**src/rtl/sampler_pkg.sv**
```systemverilog
// Shared defaults for the periodic sampler: widths, reset period, minimum period, channel word type.
// The optional averaging mode is selected with the SAMPLER_AVG_EN macro.
package sampler_pkg;

    localparam int DATA_W     = 16;
    localparam int NUM_CH     = 4;
    localparam int CNT_W      = 26;
    localparam int DEF_PERIOD = 25_000_000;
    localparam int MIN_PERIOD = 2;
    localparam int AVG_SHIFT  = 2;

    typedef logic [DATA_W-1:0] ch_word_t;

endpackage

```
**src/rtl/sample_tick_gen.sv**
```systemverilog
// Programmable period divider: counts 0..period_q-1 and emits a registered one-cycle tick per wrap.
module sample_tick_gen
    import sampler_pkg::*;
#(
    parameter int CNT_W      = sampler_pkg::CNT_W,
    parameter int DEF_PERIOD = sampler_pkg::DEF_PERIOD
) (
    input  logic             clk,
    input  logic             rst_n,
    input  logic             enable,
    input  logic [CNT_W-1:0] period,
    input  logic             period_load,
    output logic             sample_tick
);

    logic [CNT_W-1:0] cnt;
    logic [CNT_W-1:0] period_q;
    logic [CNT_W-1:0] period_clamped;
    logic             at_wrap;

    assign period_clamped = (period < CNT_W'(MIN_PERIOD)) ? CNT_W'(MIN_PERIOD) : period;
    assign at_wrap        = (cnt == period_q - 1'b1);

    always_ff @(posedge clk or negedge rst_n) begin
        if (!rst_n) begin
            cnt         <= '0;
            period_q    <= CNT_W'(DEF_PERIOD);
            sample_tick <= 1'b0;
        end else begin
            if (period_load) begin
                period_q <= period_clamped;
            end
            // A load restarts the count and suppresses the wrap tick of the same cycle.
            if (!enable || period_load || at_wrap) begin
                cnt <= '0;
            end else begin
                cnt <= cnt + 1'b1;
            end
            sample_tick <= enable && !period_load && at_wrap;
        end
    end

endmodule

```
**src/rtl/periodic_sampler.sv**
```systemverilog
// Multi-channel periodic sampler: captures enabled channels on each tick, offers them on valid/ready.
// Define SAMPLER_AVG_EN to average 2**AVG_SHIFT ticks per output sample.
module periodic_sampler
    import sampler_pkg::*;
#(
    parameter int DATA_W     = sampler_pkg::DATA_W,
    parameter int NUM_CH     = sampler_pkg::NUM_CH,
    parameter int CNT_W      = sampler_pkg::CNT_W,
`ifdef SAMPLER_AVG_EN
    parameter int AVG_SHIFT  = sampler_pkg::AVG_SHIFT,
`endif
    parameter int DEF_PERIOD = sampler_pkg::DEF_PERIOD
) (
    input  logic                     clk,
    input  logic                     rst_n,
    input  logic                     enable,
    input  logic [CNT_W-1:0]         period,
    input  logic                     period_load,
    input  logic [NUM_CH-1:0]        ch_mask,
    input  logic [NUM_CH*DATA_W-1:0] data_in,
    output logic                     sample_tick,
    output logic [NUM_CH*DATA_W-1:0] data_out,
    output logic                     out_valid,
    input  logic                     out_ready,
    output logic                     overrun,
    input  logic                     overrun_clr
);

    logic                     tick;
    logic                     sample_evt;
    logic [NUM_CH*DATA_W-1:0] data_nxt;

    sample_tick_gen #(
        .CNT_W      (CNT_W),
        .DEF_PERIOD (DEF_PERIOD)
    ) u_tick_gen (
        .clk         (clk),
        .rst_n       (rst_n),
        .enable      (enable),
        .period      (period),
        .period_load (period_load),
        .sample_tick (tick)
    );

    assign sample_tick = tick;

`ifdef SAMPLER_AVG_EN
    localparam int ACC_W = DATA_W + AVG_SHIFT;
    localparam int WIN_W = AVG_SHIFT + 1;
    localparam logic [WIN_W-1:0] WIN_LAST = WIN_W'((1 << AVG_SHIFT) - 1);

    logic [ACC_W-1:0] acc_q   [NUM_CH];
    logic [ACC_W-1:0] acc_sum [NUM_CH];
    logic [WIN_W-1:0] win_q;
    logic             avg_clr;

    assign avg_clr    = period_load | ~enable;
    assign sample_evt = tick & ~avg_clr & (win_q == WIN_LAST);

    always_comb begin
        data_nxt = data_out;
        for (int c = 0; c < NUM_CH; c++) begin
            acc_sum[c] = acc_q[c] + ACC_W'(data_in[c*DATA_W +: DATA_W]);
            if (ch_mask[c]) begin
                data_nxt[c*DATA_W +: DATA_W] = DATA_W'(acc_sum[c] >> AVG_SHIFT);
            end
        end
    end

    always_ff @(posedge clk or negedge rst_n) begin
        if (!rst_n) begin
            win_q <= '0;
            for (int c = 0; c < NUM_CH; c++) acc_q[c] <= '0;
        end else if (avg_clr || (tick && win_q == WIN_LAST)) begin
            win_q <= '0;
            for (int c = 0; c < NUM_CH; c++) acc_q[c] <= '0;
        end else if (tick) begin
            win_q <= win_q + 1'b1;
            for (int c = 0; c < NUM_CH; c++) begin
                if (ch_mask[c]) acc_q[c] <= acc_sum[c];
            end
        end
    end
`else
    assign sample_evt = tick;

    always_comb begin
        data_nxt = data_out;
        for (int c = 0; c < NUM_CH; c++) begin
            if (ch_mask[c]) data_nxt[c*DATA_W +: DATA_W] = data_in[c*DATA_W +: DATA_W];
        end
    end
`endif

    always_ff @(posedge clk or negedge rst_n) begin
        if (!rst_n) begin
            data_out  <= '0;
            out_valid <= 1'b0;
            overrun   <= 1'b0;
        end else begin
            if (sample_evt) begin
                data_out  <= data_nxt;
                out_valid <= 1'b1;
            end else if (out_valid && out_ready) begin
                out_valid <= 1'b0;
            end
            // A new overrun event takes priority over a clear in the same cycle.
            if (sample_evt && out_valid && !out_ready) begin
                overrun <= 1'b1;
            end else if (overrun_clr) begin
                overrun <= 1'b0;
            end
        end
    end

endmodule
```
**config.mk**
```make
export PLATFORM = sky130hd
export DESIGN_NAME = periodic_sampler
export DESIGN_NICKNAME = d
export VERILOG_FILES = /design/src/rtl/sampler_pkg.sv /design/src/rtl/sample_tick_gen.sv /design/src/rtl/periodic_sampler.sv
export SDC_FILE = /design/constraint.sdc
export NUM_CORES = 1
export LEC_CHECK = 0
export ABC_CLOCK_PERIOD_IN_PS = 3110
export CAP_MARGIN = 20
export CORE_AREA = 2 2 119 121
export DETAILED_ROUTE_END_ITERATION = 7
export DIE_AREA = 0 0 121 123
export PLACE_DENSITY = 0.78
export SKIP_LAST_GASP = 1
export SYNTH_ARGS = -nofsm -noshare
export SYNTH_HDL_FRONTEND = slang
export SYNTH_SLANG_ARGS = --single-unit
export TNS_END_PERCENT = 20
```
**constraint.sdc**
```tcl
create_clock -name clk -period 3.11 [get_ports clk]
set_input_delay 0.311 -clock clk [delete_from_list [all_inputs] [get_ports clk]]
set_output_delay 0.311 -clock clk [all_outputs]
set_load 0.01 [all_outputs]
```
==> reports/results.ini <==
[logic_synthesis]
synthSimpleGateAreaFrac_pct=14.0
syn_avg_cell_area_um2=12.0
synth_area_um2=5690
synthFlopType=dfrtp_1
synth_edf_count=0
netlist.area_leader.share_pct=47.1
ys_seq_area_share_pct=52.6
yosys_warnings=0
netlist_top_cells_area=dfrtp_1 (47%), mux2_2 (17%), dfstp_2 (5.5%), xnor2_1 (5.2%), xor2_1 (4.0%)
synth_xor_area_share_pct=9.24
syn_inst=474
synthMuxAreaShare_pct=16.8
syn_nets=576
synth_top_family_by_area=multiplexers
synth_fa_ha_area_share_pct=0.440
synth.largest_area_cell=dfrtp_1
synth_compound_area_share_pct=4.24
ys_ff_latch=119
ys_types=54
synthArstFlopShare_pct=100

[place]
dp_hpwl_mm=11.8
port-buffer-count=166
place_congestion=0.886
dp.cells=815

[timing]
tns_ns=0
skew_ns=0.00820
rsz0062_at_grt=no
worst_pin_slew_ns=0.864
finalSetupViolations=0
fmax_ghz=0.337
maxSlewViolCount=0
period_needed_ns=2.96
hold_viol=0
fin_crit_sh_pct=95.3
max-slew-margin-rel_pct=41.9

[critical_path]
critPathRequiredTime_ns=3.41
arrival_ns=3.26
rr_endpoint=u_tick_gen.cnt[5]$_DFF_PN0_
worstRegToRegCells=8
endpoint_kind=flip-flop
cp_slowest_stage_delay_ns=0.68
reg2reg_slack_ns=0.15
crit_slowest_cell=or4_1
startpoint_type=flip-flop
r2r_start=u_tick_gen.period_q[1]$_DFFE_PN0P_
path_class=flip-flop to flip-flop
worstPathCellList=or4_1 > or4_4 > nor4_4 > xor2_1 > a2111oi_4 > a31o_1 > buf_12 > nor2_1
crit_path_max_fanout=26

[drt]
first_pass_iters=5
routedWlPerCell_um=18.9
vias_per_cell=5.29
drt_wl_total_mm=16.1
drc=0
ant_nets=0
drtIter0Drc=347
vias=4485

[cells_and_area]
n_antenna_cell=0
fin_util_pct=60.6
layout.nets=757
drive_gt1_share_pct=23.5
layout_commonest_cell=clkdlybuf4s50_1
final_cell_mix=clkdlybuf4s50_1 (165), dfrtp_1 (107), mux2_2 (85)
fin_cells=848
area_growth_pct=44.9

[clocking]
clock-sinks=119
htreeDepth=4
clk_pin_slew_ns=0.05
cts_buffers=17
clock_path_buffers=2
post_cts_buffers=0
cts_tree=done
clk_latency_ns=0.42
clock-root-buffer=clkbuf_16

[grt]
grt_pass1_wl_mm=24.2
grt_max_degree=73
grtUsageMet3_pct=5.67
grt_usage_pct=21.5
grt_antenna_before_repair=0
overflow=0
use_met1_pct=26.5
grtUsageMet2_pct=35.3
grt_pass1_vias=4618
top_usage_layer=met2

[job]
drv_cap=0

[pwr]
p_per_area_nw_per_um2=480
p_leak_uw=0.00352
peakVddDrop_mv=0.368

[floorplanning]
start_util_pct=41.8
die_h_um=123
design.core.area_um2=13600
ios=167
dieArea_um2=14900
die_w_um=121
rows=43

[status]
status=finished, final reports clean

[hold_path]
hp-class=input port to asynchronous set/reset pin

==> registers in the layout, indices dropped and copies added, names as in the netlist <==
name,count
out_valid,1
u_tick_gen.period_q,26
overrun,1
u_tick_gen.cnt,26
u_tick_gen.sample_tick,1
data_out,64
==> report_power, final <==
| part | total (uW) | leakage (uW) | internal [uW] | switching, uW |
|---|---|---|---|---|
| logic | 390 | 0.00165 | 217 | 173 |
| clock network | 1910 | 0.000276 | 1240 | 678 |
| registers | 1650 | 0.00159 | 1600 | 52.4 |
| total | 3950 | 0.00352 | 3050 | 903 |
==> synthesized netlist by cell type (2+ instances only) <==
cell	count
a21oi_1	2
a31oi_1	3
a41oi_1	2
and3_1	7
and4_1	3
buf_2	2
buf_6	3
clkbuf_1	14
dfrtp_1	107
dfstp_2	12
ha_1	2
inv_1	12
mux2_2	85
nand2_1	19
nand3_1	16
nand4_1	8
nor2_1	38
nor2b_1	6
nor3_1	7
nor4_1	17
nor4_2	3
nor4b_1	2
o21a_1	2
o21ai_0	7
or3_1	3
or4_1	5
or4_4	2
xnor2_1	34
xor2_1	26
==> logic make-up after synthesis <==
kind of cell | count (synthesis)
simple gates | 143
flops | 119
mux | 85
xor+xnor | 60
buf+inv | 33
compound gates | 32
fa+ha+maj | 2
==> final cells by class <==
class / count / area, um2
Fill cell: 1041 / 5370
Sequential cell: 119 / 2990
Multi-Input combinational cell: 322 / 2590
Timing Repair Buffer: 183 / 1810
Clock buffer: 24 / 482
Tap cell: 180 / 225
Clock inverter: 8 / 97.6
Inverter: 12 / 45.0
==> stage by stage <==
| step | area [um2] | setup WS [ns] | total power, uW | hold WS, ns |
|---|---|---|---|---|
| after global placement | 7610 | 0.234 | 2040 | 0.357 |
| after detailed placement | 7610 | 0.138 | 2050 | 0.372 |
| after CTS | 8200 | 0.0827 | 3970 | 0.460 |
| after global routing | 8250 | 0.00844 | 4090 | 0.469 |
| final | 8250 | 0.146 | 3950 | 0.473 |
| after floorplan | 5690 | 0.218 | 1820 | 0.0154 |
==> what timing repair did <==
item | CTS | global route
setup endpoints to repair | 0 | 26
hold buffers | 1 | 0
hold endpoints to repair | 46 | 0
gates resized for setup | 0 | 8
==> critical path: cells and delay by family (launching register included) <==
kind,cells,cell delay [ns]
and+or+nand+nor,4,1.44
buffers and inverters,1,0.17
xor gates and xnor gates,1,0.15
AOI/OAI and AO/OA,2,0.62
DFF,1,0.46
==> worst max-delay path by stage <==
| stage | slack (ns) | endpoint | startpoint |
|---|---|---|---|
| 3_3_place_gp | 0.23 | u_tick_gen.cnt[3]$_DFF_PN0_ | u_tick_gen.period_q[9]$_DFFE_PN0P_ |
| 6_report | 0.15 | u_tick_gen.cnt[5]$_DFF_PN0_ | u_tick_gen.period_q[1]$_DFFE_PN0P_ |
| 5_1_grt | 0.008 | u_tick_gen.cnt[5]$_DFF_PN0_ | u_tick_gen.period_q[0]$_DFFE_PN0P_ |
| 2_1_floorplan | 0.22 | u_tick_gen.cnt[0]$_DFF_PN0_ | u_tick_gen.period_q[4]$_DFFE_PN0P_ |
| 4_1_cts | 0.08 | u_tick_gen.cnt[5]$_DFF_PN0_ | u_tick_gen.period_q[0]$_DFFE_PN0P_ |
| 3_5_place_dp | 0.14 | u_tick_gen.cnt[15]$_DFF_PN0_ | u_tick_gen.period_q[9]$_DFFE_PN0P_ |
==> layer usage <==
layer | vias up | wire length (um)
met5 | - | 0
met4 | 0 | 457
met3 | 38 | 966
met2 | 179 | 8190
met1 | 2210 | 6450
li1 | 2058 | -
Power figures use the tool's default switching activity.
